$ cat config.mk
export PLATFORM = sky130hd
export DESIGN_NAME = lru_replacement_algorithm
export DESIGN_NICKNAME = d
export VERILOG_FILES = /design/src/rtl/cache_replacement_pkg.sv /design/src/rtl/lru_age_update.sv /design/src/rtl/lru_replacement_algorithm.sv
export SDC_FILE = /design/constraint.sdc
export NUM_CORES = 1
export LEC_CHECK = 0
export ABC_AREA = 0
export BUFFER_PORTS_ARGS = -buffer_cell sky130_fd_sc_hd__buf_2
export CAP_MARGIN = 20
export CORE_UTILIZATION = 35
export DETAILED_ROUTE_END_ITERATION = 7
export MAX_ROUTING_LAYER = met4
export PLACE_DENSITY = 0.62
export SKIP_LAST_GASP = 1
export SLEW_MARGIN = 20
export SYNTH_ARGS = -nofsm -noshare
export SYNTH_HDL_FRONTEND = slang
export SYNTH_HIERARCHICAL = 1
export SYNTH_SLANG_ARGS = --single-unit
$ cat constraint.sdc
create_clock -name clock -period 17.3 [get_ports clock]
set_clock_uncertainty 0.15 [all_clocks]
set_input_delay 5.19 -clock clock [delete_from_list [all_inputs] [get_ports clock]]
set_output_delay 5.19 -clock clock [all_outputs]
set_load 0.02 [all_outputs]
$ cat src/rtl/cache_replacement_pkg.sv
// Shared definitions for the cache replacement engines.
//   counter_width() : width of line indices / age counters for a given line count
//   lru_age()       : age value that marks the least recently used line
//   age_op_e        : kind of operation applied to the age vector
package cache_replacement_pkg;

    typedef enum logic {
        OpAccess,
        OpInvalidate
    } age_op_e;

    // At least one bit, even for a two-line set.
    function automatic int unsigned counter_width(input int unsigned lines);
        if (lines <= 2) begin
            return 1;
        end
        return $clog2(lines);
    endfunction

    function automatic int unsigned lru_age(input int unsigned lines);
        return lines - 1;
    endfunction

endpackage

$ cat src/rtl/lru_age_update.sv
// Combinational next-state for the true-LRU age vector under one operation.
//   ages      : current age of every line (0 = MRU, N-1 = LRU)
//   op        : OpAccess moves the line to MRU, OpInvalidate moves it to LRU
//   index     : line the operation targets; out-of-range indices are ignored
//   enable    : operation is present this cycle
//   ages_next : resulting age vector (equals ages when nothing applies)
module lru_age_update
    import cache_replacement_pkg::*;
#(
    parameter int unsigned NUMBER_OF_CACHE_LINES = 4,
    parameter int unsigned COUNTER_WIDTH = counter_width(NUMBER_OF_CACHE_LINES)
) (
    input  logic [NUMBER_OF_CACHE_LINES-1:0][COUNTER_WIDTH-1:0] ages,
    input  age_op_e                                           op,
    input  logic [COUNTER_WIDTH-1:0]                          index,
    input  logic                                              enable,
    output logic [NUMBER_OF_CACHE_LINES-1:0][COUNTER_WIDTH-1:0] ages_next
);

    localparam int unsigned N = NUMBER_OF_CACHE_LINES;
    localparam logic [COUNTER_WIDTH-1:0] LruAge = COUNTER_WIDTH'(lru_age(N));

    logic                     in_range;
    logic [COUNTER_WIDTH-1:0] cur_age;

    always_comb begin
        in_range = (32'(index) < N);
        cur_age  = '0;
        for (int unsigned j = 0; j < N; j++) begin
            if (index == COUNTER_WIDTH'(j)) begin
                cur_age = ages[j];
            end
        end
    end

    // Increments only touch ages below cur_age and decrements only ages above it,
    // so no counter can wrap.
    always_comb begin
        ages_next = ages;
        if (enable && in_range) begin
            for (int unsigned j = 0; j < N; j++) begin
                if (index == COUNTER_WIDTH'(j)) begin
                    ages_next[j] = (op == OpAccess) ? '0 : LruAge;
                end else if (op == OpAccess && ages[j] < cur_age) begin
                    ages_next[j] = ages[j] + 1'b1;
                end else if (op == OpInvalidate && ages[j] > cur_age) begin
                    ages_next[j] = ages[j] - 1'b1;
                end
            end
        end
    end

endmodule

$ cat src/rtl/lru_replacement_algorithm.sv
// True-LRU replacement engine for one cache set.
//   clock, reset           : rising-edge clock, synchronous active-high reset
//   accessEnable           : line lastAccessedCacheLine was hit or filled
//   invalidateEnable       : line invalidatedCacheLine was invalidated
//   replacementCacheLine   : current LRU line, decoded from registered ages only
module lru_replacement_algorithm
    import cache_replacement_pkg::*;
#(
    parameter int unsigned NUMBER_OF_CACHE_LINES = 4,
    parameter int unsigned COUNTER_WIDTH = counter_width(NUMBER_OF_CACHE_LINES)
) (
    input  logic                     clock,
    input  logic                     reset,
    input  logic                     accessEnable,
    input  logic [COUNTER_WIDTH-1:0] lastAccessedCacheLine,
    input  logic                     invalidateEnable,
    input  logic [COUNTER_WIDTH-1:0] invalidatedCacheLine,
    output logic [COUNTER_WIDTH-1:0] replacementCacheLine
);

    localparam int unsigned N = NUMBER_OF_CACHE_LINES;
    localparam logic [COUNTER_WIDTH-1:0] LruAge = COUNTER_WIDTH'(lru_age(N));

    logic [N-1:0][COUNTER_WIDTH-1:0] ages_q;
    logic [N-1:0][COUNTER_WIDTH-1:0] ages_acc;
    logic [N-1:0][COUNTER_WIDTH-1:0] ages_d;
    logic                            access_effective;

    // Invalidate wins when both operations hit the same line.
    assign access_effective = accessEnable &&
        !(invalidateEnable && (lastAccessedCacheLine == invalidatedCacheLine));

    lru_age_update #(
        .NUMBER_OF_CACHE_LINES(N),
        .COUNTER_WIDTH        (COUNTER_WIDTH)
    ) u_access (
        .ages     (ages_q),
        .op       (OpAccess),
        .index    (lastAccessedCacheLine),
        .enable   (access_effective),
        .ages_next(ages_acc)
    );

    lru_age_update #(
        .NUMBER_OF_CACHE_LINES(N),
        .COUNTER_WIDTH        (COUNTER_WIDTH)
    ) u_invalidate (
        .ages     (ages_acc),
        .op       (OpInvalidate),
        .index    (invalidatedCacheLine),
        .enable   (invalidateEnable),
        .ages_next(ages_d)
    );

    always_ff @(posedge clock) begin
        if (reset) begin
            for (int unsigned i = 0; i < N; i++) begin
                ages_q[i] <= COUNTER_WIDTH'(N - 1 - i);
            end
        end else begin
            ages_q <= ages_d;
        end
    end

    // Falls back to line 0 if no counter holds the LRU age.
    always_comb begin
        replacementCacheLine = '0;
        for (int unsigned i = 0; i < N; i++) begin
            if (ages_q[i] == LruAge) begin
                replacementCacheLine = COUNTER_WIDTH'(i);
            end
        end
    end

    // Permutation check; armed once the first reset has been seen.
    logic [(2**COUNTER_WIDTH)-1:0] age_seen;
    logic                          perm_ok;
    logic                          init_q;

    always_comb begin
        age_seen = '0;
        for (int unsigned i = 0; i < N; i++) begin
            age_seen[ages_q[i]] = 1'b1;
        end
        perm_ok = &age_seen[N-1:0];
    end

    always_ff @(posedge clock) begin
        if (reset) begin
            init_q <= 1'b1;
        end
    end

    ages_permutation: assert property (@(posedge clock) disable iff (reset || !init_q) perm_ok);

endmodule
==> results.txt <==
Clk sinks -> 8
Power, Total -> 321 uW
PwrDens -> 175 nW/um^2
Iter 0 DRT Violations -> 141
Top-area cell type share of the netlist area -> 11.7%
Gr busiest metal -> met2
Site row count -> 25
Antenna-violating nets left -> 0
# diodes -> 0
Yosys warnings -> 6
Data arrival, critical path -> 9.47 ns
CTS max path bufs -> 2
RSZ-0062 raised after global routing -> no
Non-Filler Instances -> 308
TNS Setup -> 0 ns
Resize count post-CTS -> 0
Status -> finished, final reports clean
CP Launch Type -> input pin
Max cap viols -> 0
Die Wd -> 71.9 microns
Relative slew slack -> 52.6%
Core box area -> 4720 sq um
Peak supply drop -> 77.8 uV
Fraction of registers with async set/reset -> 0%
DRC violation count after routing -> 0
Cells taking the most area after synthesis -> ha_1, dfxtp_1, nor2_1
CP Max Fanout -> 9
Synth Flop Type -> dfxtp_1
CTS tree -> yes
CP endpoint kind -> flop
Leak Pwr -> 0.000782 uW
Peak Freq -> 105 MHz
Yosys reg bits -> 8
Grt ovf -> 0
Vias -> 1,707
Initial Util -> 36.2%
Final setup vio count -> 0
Final period utilization -> 54.9%
First drt pass iteration count -> 4
Mean post-synth cell area -> 7.24 sq um
Biggest register -> ages_q
Vias per inst -> 5.54
Vias in the first global route -> 1,494
Cell variety after synth -> 46
Final Hold Vio Count -> 0
Worst min path class -> flop to flop
Least-Margin Pin Slew -> 0.711 ns
First-pass GRT wire length -> 6870 microns
Fraction of layout cells with a size suffix above 1 -> 9.54%
Crit path required time -> 17.27 ns
Met2 GRT Util -> 26.7%
Reg2Reg Setup Slack -> 12.61 ns
Drt wl/cell -> 13.3 microns
EDFF count, synth -> 0
Port Buf Inserts -> 9
Share of the yosys chip area belonging to registers -> 9.38%
Clock root buffer -> clkbuf_8
Nets -> 267
CTS Hold Bufs -> 0
Fill cell count -> 505
Max FFs per register -> 8
Cells after DPL -> 305
Setup bufs post-CTS -> 0
H-tree depth -> 1
Clock transition at path regs -> 0.04 ns
Final min period -> 9.50 ns
Die area -> 5160 sq um
# IOs -> 10
Post-synth top area cell -> ha_1
M3 GR Usage -> 0.844%
Largest net degree at the start of global routing -> 21
Area delta synth->final -> 7.62%
Synthesized instance count -> 236
Final core occ -> 38.9%
Drt total wl -> 4100 microns
Biggest regs -> ages_q: 8 flops
Dpl hpwl -> 3080 microns
Clk_lat worst skew -> 0.23 ns
Cts bufs inserted -> 3
GRT met1 Usage -> 22.9%
GPL Wtd Cong -> 0.847
CP Class -> input pin to flop
Synthesized area -> 1710 sq um
Initial antenna violation count -> 0
Max Slew Vio Count -> 0
Die Ht -> 71.9 microns
GRT Util Overall -> 17.1%
[cell usage after synthesis, drive strengths merged, types with 3 or more instances]
library cell / instances
nor3: 4
mux4: 4
nor3b: 4
a221oi: 4
o221ai: 8
inv: 15
o21bai: 4
ha: 16
buf: 10
a21oi: 6
a31oi: 3
a211oi: 6
a22oi: 6
nor2b: 12
a211o: 4
nand2b: 6
nand3: 10
or2: 4
nor2: 28
dfxtp: 8
mux2i: 4
nand2: 23
o21ai: 12
[power by group]
part | switching (uW) | internal [uW]
Sequential | 13.0 | 25.7
Combinational | 147 | 114
Clock | 6.89 | 15.0
[per-stage QoR]
step / cell area [sq um] / setup WS [ns] / hold slack [ns]
floorplan: 1720 / 8.00 / 0.571
global placement: 1800 / 7.61 / 0.769
detailed placement: 1800 / 7.60 / 0.744
CTS: 1840 / 7.81 / 0.749
global route: 1840 / 7.45 / 0.794
finish: 1840 / 7.80 / 0.744
[cells in the final DEF, fill, tap and decap left out, types with 3 or more instances in the layout]
master    synthesis  final
a211o_1           4      4
a211oi_1          4      4
a21oi_1           4      4
a22oi_1           6      6
a31oi_1           3      3
buf_2             8      9
clkbuf_8          0      3
conb_1            2      6
dfxtp_1           8      8
ha_1             16     16
inv_1            15     15
mux2i_1           4      4
mux4_2            4      4
nand2_1          23     23
nand2b_1          6      6
nand3_1          10     10
nor2_1           28     28
nor2b_1          12     12
nor3_1            4      4
nor3b_1           4      4
o21ai_0           4      4
o21ai_1           8      8
o21bai_1          4      4
o221ai_1          8      8
or2_1             4      4
[critical path, cell delays in order]
cell and delay, ns:
buf_2 0.19, mux4_2 0.51, inv_1 0.15, ha_1 0.28, and4bb_1 0.21, a311o_1 0.26, a31o_1 0.19, mux2i_1 0.12
a211oi_1 0.54, mux4_2 0.35, inv_1 0.08, ha_1 0.29, nor2b_1 0.23, o21ai_1 0.16, nor4_1 0.31, a211o_1 0.15
a21oi_1 0.06, or2_1 0.21
[layout make-up]
type	count	area, sq um	share of cell area, %
tap	67	83.8	4.56
clock buffer	3	41.3	2.25
multi-input combinational	205	1440	78.6
inverter	15	56.3	3.06
sequential	8	160	8.71
timing repair buffer	10	52.6	2.86
[kinds of logic (layout without fill, tap and decap cells)]
family	after synthesis	count (layout)	synth area share (%)
compound gates	70	70	31.6
xor+xnor	4	4	2.05
fa+ha+maj	16	16	11.7
buf+inv	27	28	6.96
flops	8	8	9.38
mux	8	8	7.62
other cells	2	6	0.440
simple gates	101	101	30.3
[path summary, 6_finish.rpt]
path | from | endpoint | cells after the start
worst max-delay path | lastAccessedCacheLine[1] | ages_q[1] | 18
worst min-delay path | ages_q[3] | ages_q[3] | 3
worst min register to register | ages_q[3] | ages_q[3] | 3
worst max register to register | ages_q[7] | ages_q[1] | 17
[layer usage]
| metal | share of wire, % | wire [microns] | vias up |
|---|---|---|---|
| li1 | - | - | 890 |
| met1 | 50 | 2060 | 770 |
| met2 | 46 | 1880 | 41 |
| met3 | 2.0 | 84 | 6 |
| met4 | 1.8 | 75 | 0 |
| met5 | 0 | 0 | - |
Note: power is estimated with default switching activity, not from simulation.
